**config.mk**
```make
export PLATFORM = sky130hd
export DESIGN_NAME = fp_result_queue_flat
export DESIGN_NICKNAME = d
export VERILOG_FILES = /design/src/rtl/fp_pkg.sv /design/src/rtl/fp_result_queue_if.sv /design/src/rtl/fp_classify.sv /design/src/rtl/fp_result_queue.sv /design/src/flat_wrapper.sv
export SDC_FILE = /design/constraint.sdc
export NUM_CORES = 1
export LEC_CHECK = 0
export CELL_PAD_IN_SITES_DETAIL_PLACEMENT = 1
export CELL_PAD_IN_SITES_GLOBAL_PLACEMENT = 2
export CORE_MARGIN = 2
export CORE_UTILIZATION = 44
export DETAILED_ROUTE_END_ITERATION = 6
export HOLD_SLACK_MARGIN = 0.02
export PLACE_DENSITY_LB_ADDON = 0.1
export RECOVER_POWER = 50
export SYNTH_ARGS = -nofsm -noshare
export SYNTH_HDL_FRONTEND = slang
export SYNTH_SLANG_ARGS = --single-unit
```
**constraint.sdc**
```tcl
create_clock -name i_clk -period 3.2 [get_ports i_clk]
set_clock_uncertainty 0.05 [all_clocks]
set_input_delay 0.64 -clock i_clk [delete_from_list [all_inputs] [get_ports i_clk]]
set_output_delay 0.64 -clock i_clk [all_outputs]
set_load 0.005 [all_outputs]
```
**src/rtl/fp_pkg.sv**
```systemverilog
// Shared IEEE-754 single-precision field positions, flag layout and
// queue entry payload for the floating-point pipeline stages.
package fp_pkg;

  localparam int unsigned WORD_W   = 32;
  localparam int unsigned SIGN_BIT = 31;
  localparam int unsigned EXP_MSB  = 30;
  localparam int unsigned EXP_LSB  = 23;
  localparam int unsigned MANT_MSB = 22;
  localparam int unsigned EXP_W    = EXP_MSB - EXP_LSB + 1;

  localparam logic [EXP_W-1:0] EXP_MAX = 8'hFF;

  localparam int unsigned FLG_EXC  = 0;
  localparam int unsigned FLG_ZERO = 1;
  localparam int unsigned FLG_INF  = 2;
  localparam int unsigned FLG_NAN  = 3;
  localparam int unsigned FLG_DEN  = 4;
  localparam int unsigned FLAG_W   = 5;

  typedef struct packed {
    logic [WORD_W-1:0] data;
    logic [FLAG_W-1:0] flags;
  } fp_entry_t;

endpackage

```
**src/rtl/fp_result_queue_if.sv**
```systemverilog
// Producer/consumer handshake bundle of the result queue; the queue
// itself uses the slave view, the surrounding pipeline the master view.
interface fp_result_queue_if;
  import fp_pkg::*;

  logic              in_valid;
  logic [WORD_W-1:0] in_data;
  logic              in_exception;
  logic              in_ready;
  logic              out_valid;
  logic [WORD_W-1:0] out_data;
  logic [FLAG_W-1:0] out_flags;
  logic              out_ready;

  modport master (
    output in_valid, in_data, in_exception, out_ready,
    input  in_ready, out_valid, out_data, out_flags
  );

  modport slave (
    input  in_valid, in_data, in_exception, out_ready,
    output in_ready, out_valid, out_data, out_flags
  );

endinterface

```
**src/rtl/fp_classify.sv**
```systemverilog
// Combinational IEEE-754 single-precision classifier: zero, infinity,
// NaN or denormal; normal numbers raise none of the four flags.
module fp_classify
  import fp_pkg::*;
(
  input  logic [WORD_W-1:0] i_word,
  output logic              o_zero,
  output logic              o_inf,
  output logic              o_nan,
  output logic              o_den
);

  logic [EXP_W-1:0]  w_exp;
  logic [MANT_MSB:0] w_mant;
  logic              w_mant_nz;
  logic              w_unused_sign;

  assign w_exp         = i_word[EXP_MSB:EXP_LSB];
  assign w_mant        = i_word[MANT_MSB:0];
  assign w_mant_nz     = |w_mant;
  // Sign never changes the class of a value.
  assign w_unused_sign = i_word[SIGN_BIT];

  assign o_zero = (w_exp == '0)      & ~w_mant_nz;
  assign o_den  = (w_exp == '0)      &  w_mant_nz;
  assign o_inf  = (w_exp == EXP_MAX) & ~w_mant_nz;
  assign o_nan  = (w_exp == EXP_MAX) &  w_mant_nz;

endmodule

```
**src/rtl/fp_result_queue.sv**
```systemverilog
// Result FIFO behind the FP adder: classifies and buffers each result,
// keeps a sticky overflow flag and a saturating exception counter.
module fp_result_queue
  import fp_pkg::*;
#(
  parameter int unsigned DEPTH = 4,
  parameter int unsigned CNT_W = 8
) (
  input  logic                    i_clk,
  input  logic                    i_rst,
  fp_result_queue_if.slave        io_q,
  input  logic                    i_clear_stats,
  output logic [$clog2(DEPTH):0]  o_count,
  output logic                    o_overflow,
  output logic [CNT_W-1:0]        o_exc_count
);

  localparam int unsigned PTR_W = $clog2(DEPTH);
  localparam int unsigned OCC_W = PTR_W + 1;
  localparam logic [CNT_W-1:0] EXC_MAX = '1;

  fp_entry_t         r_mem [DEPTH];
  logic [PTR_W-1:0]  r_wr_ptr;
  logic [PTR_W-1:0]  r_rd_ptr;
  logic [OCC_W-1:0]  r_count;
  logic              r_overflow;
  logic [CNT_W-1:0]  r_exc_count;

  logic              w_in_ready;
  logic              w_out_valid;
  logic              w_push;
  logic              w_pop;
  logic              w_zero;
  logic              w_inf;
  logic              w_nan;
  logic              w_den;
  logic [FLAG_W-1:0] w_flags;
  fp_entry_t         w_head;

  fp_classify u_classify (
    .i_word (io_q.in_data),
    .o_zero (w_zero),
    .o_inf  (w_inf),
    .o_nan  (w_nan),
    .o_den  (w_den)
  );

  // Handshake depends on registered occupancy only.
  assign w_in_ready  = (r_count != OCC_W'(DEPTH));
  assign w_out_valid = (r_count != '0);
  assign w_push      = io_q.in_valid & w_in_ready;
  assign w_pop       = w_out_valid & io_q.out_ready;

  always_comb begin
    w_flags           = '0;
    w_flags[FLG_EXC]  = io_q.in_exception;
    w_flags[FLG_ZERO] = w_zero;
    w_flags[FLG_INF]  = w_inf;
    w_flags[FLG_NAN]  = w_nan;
    w_flags[FLG_DEN]  = w_den;
  end

  // Storage is deliberately left out of reset.
  always_ff @(posedge i_clk) begin
    if (w_push) begin
      r_mem[r_wr_ptr] <= '{data: io_q.in_data, flags: w_flags};
    end
  end

  always_ff @(posedge i_clk or posedge i_rst) begin
    if (i_rst) begin
      r_wr_ptr <= '0;
      r_rd_ptr <= '0;
      r_count  <= '0;
    end else begin
      if (w_push) r_wr_ptr <= r_wr_ptr + PTR_W'(1);
      if (w_pop)  r_rd_ptr <= r_rd_ptr + PTR_W'(1);
      case ({w_push, w_pop})
        2'b10:   r_count <= r_count + OCC_W'(1);
        2'b01:   r_count <= r_count - OCC_W'(1);
        default: r_count <= r_count;
      endcase
    end
  end

  // Clear beats any coinciding overflow or exception event.
  always_ff @(posedge i_clk or posedge i_rst) begin
    if (i_rst) begin
      r_overflow  <= 1'b0;
      r_exc_count <= '0;
    end else if (i_clear_stats) begin
      r_overflow  <= 1'b0;
      r_exc_count <= '0;
    end else begin
      if (io_q.in_valid & ~w_in_ready) r_overflow <= 1'b1;
      if (w_push & io_q.in_exception & (r_exc_count != EXC_MAX)) begin
        r_exc_count <= r_exc_count + CNT_W'(1);
      end
    end
  end

  assign w_head = r_mem[r_rd_ptr];

  assign io_q.in_ready  = w_in_ready;
  assign io_q.out_valid = w_out_valid;
  assign io_q.out_data  = w_out_valid ? w_head.data  : '0;
  assign io_q.out_flags = w_out_valid ? w_head.flags : '0;

  assign o_count     = r_count;
  assign o_overflow  = r_overflow;
  assign o_exc_count = r_exc_count;

endmodule

```
**src/flat_wrapper.sv**
```systemverilog
// flat-port wrapper written by rule: the top's interface ports become plain ports
module fp_result_queue_flat import fp_pkg::*;
#(
  parameter int unsigned DEPTH = 4,
  parameter int unsigned CNT_W = 8
)
  (i_clk, i_rst, i_clear_stats, o_count, o_overflow, o_exc_count, io_q_in_valid, io_q_in_data, io_q_in_exception, io_q_out_ready, io_q_in_ready, io_q_out_valid, io_q_out_data, io_q_out_flags);
  fp_result_queue_if io_q_i ();
  input  logic i_clk;
  input  logic i_rst;
  input  logic i_clear_stats;
  output logic [$clog2(DEPTH):0] o_count;
  output logic o_overflow;
  output logic [CNT_W-1:0] o_exc_count;
  input wire logic [$bits(io_q_i.in_valid)-1:0] io_q_in_valid;
  input wire logic [$bits(io_q_i.in_data)-1:0] io_q_in_data;
  input wire logic [$bits(io_q_i.in_exception)-1:0] io_q_in_exception;
  input wire logic [$bits(io_q_i.out_ready)-1:0] io_q_out_ready;
  output wire logic [$bits(io_q_i.in_ready)-1:0] io_q_in_ready;
  output wire logic [$bits(io_q_i.out_valid)-1:0] io_q_out_valid;
  output wire logic [$bits(io_q_i.out_data)-1:0] io_q_out_data;
  output wire logic [$bits(io_q_i.out_flags)-1:0] io_q_out_flags;
  assign io_q_i.in_valid = io_q_in_valid;
  assign io_q_i.in_data = io_q_in_data;
  assign io_q_i.in_exception = io_q_in_exception;
  assign io_q_i.out_ready = io_q_out_ready;
  assign io_q_in_ready = io_q_i.in_ready;
  assign io_q_out_valid = io_q_i.out_valid;
  assign io_q_out_data = io_q_i.out_data;
  assign io_q_out_flags = io_q_i.out_flags;
  fp_result_queue #(.DEPTH(DEPTH), .CNT_W(CNT_W)) u_core (.i_clk(i_clk), .i_rst(i_rst), .io_q(io_q_i), .i_clear_stats(i_clear_stats), .o_count(o_count), .o_overflow(o_overflow), .o_exc_count(o_exc_count));
endmodule
```
==> impl_metrics.py <==
metrics = {
    "job": {
        "maxCapViolCount": 0,
    },
    "timing": {
        "period_needed_ps": 3030,
        "setup_slack_ps": 169,
        "fmax_ghz": 0.330,
        "final.period_utilization_pct": 94.7,
        "hold_viol": 0,
        "rsz0062_at_grt": "no",
        "setup_viol": 0,
        "relSlewSlack_pct": 24.3,
        "tightestPinTransition_ps": 1130,
        "fin_setup_tns_ps": 0,
        "final_max_slew_viol_count": 0,
    },
    "critical_path": {
        "cp_num_buf_inv": 2,
        "critPathSlowestCell": "dfrtp_4",
        "r2r_end": "u_core.r_mem[3][21]",
        "crit_path_max_fanout": 14,
        "critPathArrivalTime_ps": 2340,
        "reg2regPathDepth": 4,
        "path_cells": "buf_12 > mux4_2 > and2_1 > clkdlybuf4s50_1",
        "slowest_delay_ps": 550,
        "path_class": "flop to output pin",
        "timing.rr.start": "u_core.o_count[0]",
        "rrSetupSlack_ps": 600,
        "cp_top_family": "buffers and inverters",
        "end_kind": "output pin",
        "cp-start-kind": "flop",
        "cp.required_ps": 2510,
    },
    "logic_synthesis": {
        "yosys.cell_types.count": 32,
        "yosys.area_share.adder_pct": 1.45,
        "synth_simple_gate_area_share_pct": 7.66,
        "synthCells": 338,
        "synth_enable_flop_cells": 148,
        "yosysWarnings": 0,
        "synth_top_family_by_area": "multiplexers",
        "synth.area.top_cells": "edfxtp_1 68%, mux4_2 13%, dfrtp_1 6.1%",
        "syn_area_per_cell_um2": 19.4,
        "synth-xor-area-share_pct": 1.07,
        "synth_ff_type": "edfxtp_1",
        "netlist.area_leader.share_pct": 67.6,
        "ys_async_sr_fraction_pct": 9.76,
        "synth_compound_area_share_pct": 1.12,
        "seq_area_frac_synth_pct": 73.7,
        "syn-num-nets": 383,
        "syn_area_um2": 6570,
        "ys_ff_latch": 164,
        "synth_top_cell_by_area": "edfxtp_1",
        "muxShareOfSynthArea_pct": 13.3,
    },
    "finish": {
        "final_util_pct": 58.0,
        "layout_commonest_cell": "edfxtp_1",
        "drive_gt1_share_pct": 19.8,
        "syn2layout_area_growth_pct": 28.2,
        "antenna_cells": 0,
        "finalNetCount": 496,
        "final_cell_mix": "148 x edfxtp_1, 53 x clkdlybuf4s50_1, 38 x and2_1, 37 x mux4_2, 35 x dlygate4sd3_1",
    },
    "global_routing": {
        "overflow": 0,
        "antenna_found_initial": 0,
        "grt_use_total_pct": 18.1,
        "grt_max_degree": 38,
        "grt_pass1_vias": 3759,
        "grt_pass1_wl_um": 21200,
    },
    "power_and_ir_drop": {
        "vdd.ir_drop.worst_mv": 0.562,
        "internal_power_mw": 5.71,
        "swShare_pct": 26.5,
        "powerDensity_nw_per_um2": 922,
        "power_frac_seq_pct": 38.2,
        "pwr-share-clk_pct": 27.2,
        "p_leak_nw": 2.87,
        "combPwrFrac_pct": 34.7,
        "power.switching_mw": 2.06,
    },
    "route": {
        "vias": 3511,
        "dr.first_iter.drc_count": 244,
        "viasPerCell": 5.42,
        "postRouteAntennaNets": 0,
        "wl_per_cell_um": 20.9,
        "drtPass1Iterations": 4,
        "wl_um": 13600,
        "drcViolationCount": 0,
    },
    "clocking": {
        "cts.clk_slew.worst_paths_ps": 60,
        "cts.sinks": 164,
        "clk-insertion-delay-late_ps": 430,
        "cts_made_buffers": 17,
        "ctsHoldBuffers": 0,
        "cts_root_buf": "clkbuf_16",
        "cts_buffer_depth": 2,
        "h-tree-depth": 4,
        "cts_tree": "done",
    },
    "min_path": {
        "holdCritStartpoint": "u_core.o_overflow",
        "hold_class": "flop to flop",
        "hold_depth": 2,
        "worstHoldEndpoint": "u_core.o_overflow",
    },
    "placement": {
        "dp_hpwl_um": 8360,
        "place_ws_ps": 317,
        "finalWeightedCongestion": 0.724,
        "io_buffers": 88,
    },
    "floorplanning": {
        "die_h_um": 126,
        "ios": 89,
        "start_util_pct": 45.2,
        "num_rows": 44,
        "die_w_um": 126,
        "core_um2": 14500,
        "fp.dieArea_um2": 15900,
    },
    "status": {
        "status": "complete, no violations",
    },
}
power groups by stage:
stage | registers [mW] | logic (mW) | clock network, mW
6_report | 2.97 | 2.69 | 2.11
5_1_grt | 3.01 | 2.93 | 2.24
4_1_cts | 3.00 | 2.69 | 2.15
3_5_place_dp | 3.03 | 2.67 | 0
3_3_place_gp | 3.00 | 2.65 | 0
2_1_floorplan | 2.94 | 1.41 | 0
worst max path at each step:
stage                                   from                  to  slack (ps)  cells after the start
final                     u_core.r_rd_ptr[0]   io_q_out_data[12]         170                      4
after global routing      u_core.r_rd_ptr[0]   io_q_out_data[12]          80                      4
after CTS                 u_core.r_rd_ptr[0]   io_q_out_data[12]           3                      4
after detailed placement    io_q_in_data[16]  u_core.r_mem[1][2]         320                      4
after global placement    u_core.r_rd_ptr[0]   io_q_out_data[18]         400                      4
after floorplan            u_core.o_count[2]  u_core.r_mem[0][0]        1090                      3
Yosys cell counts, types with 5 or more instances:
master and n:
buf_2 5, ha_1 6, a21oi_1 5, nor2_1 8, nand4_1 6, mux4_2 37, clkbuf_1 5, inv_1 9
nand2_1 5, dfrtp_1 16, nor4_1 8, and2_1 39, edfxtp_1 148
logic make-up (layout without fill, tap and decap cells):
kind of cell	after synthesis	count (layout)
and+or+nand+nor	84	84
adders and majority gates	7	7
AOI/OAI and AO/OA	11	11
buffers and inverters	23	149
DFF	164	164
xor gates and xnor gates	8	8
muxes	41	41
layer usage:
layer	share of wire (%)	vias to the layer above	track usage, %
met2	50	76	29.5
li1	-	1572	-
met3	3.8	15	5.23
met1	44	1848	23.3
met4	1.6	0	6.98
met5	0	-	0
stage by stage:
step | power [mW] | area [µm²] | hold WS [ps] | instances
after floorplan | 4.34 | 6570 | 436 | 338
after detailed placement | 5.71 | 7770 | 449 | 607
final | 7.77 | 8430 | 456 | 648
after global routing | 8.18 | 8430 | 528 | 648
after CTS | 7.83 | 8390 | 468 | 639
after global placement | 5.65 | 7770 | 432 | 607
flip-flops by register name (all words and copies together), names as in the netlist:
name and count:
u_core.r_wr_ptr 2, u_core.r_mem 148, u_core.o_overflow 1, u_core.r_rd_ptr 2, u_core.o_count 3, u_core.o_exc_count 8
worst reg2reg max path: cells and delay by family, from the launching register on:
family / cells / cell delay [ps]
buffers and inverters: 2 / 880
and+or+nand+nor: 2 / 720
DFF: 1 / 430
repair_timing:
action | in CTS | in global routing
buffers inserted | 0 | 9
endpoints found under the setup margin | 26 | 25
gates resized for setup | 1 | 0
layout make-up:
| class | instances | area (µm²) |
|---|---|---|
| Fill cell | 1328 | 6110 |
| Sequential cell | 164 | 4850 |
| Multi-Input combinational cell | 151 | 1610 |
| Timing Repair Buffer | 107 | 1080 |
| Clock buffer | 18 | 429 |
| Tap cell | 184 | 230 |
| Clock inverter | 14 | 186 |
| Inverter | 10 | 37.5 |
(Power assumes the default switching activity.)
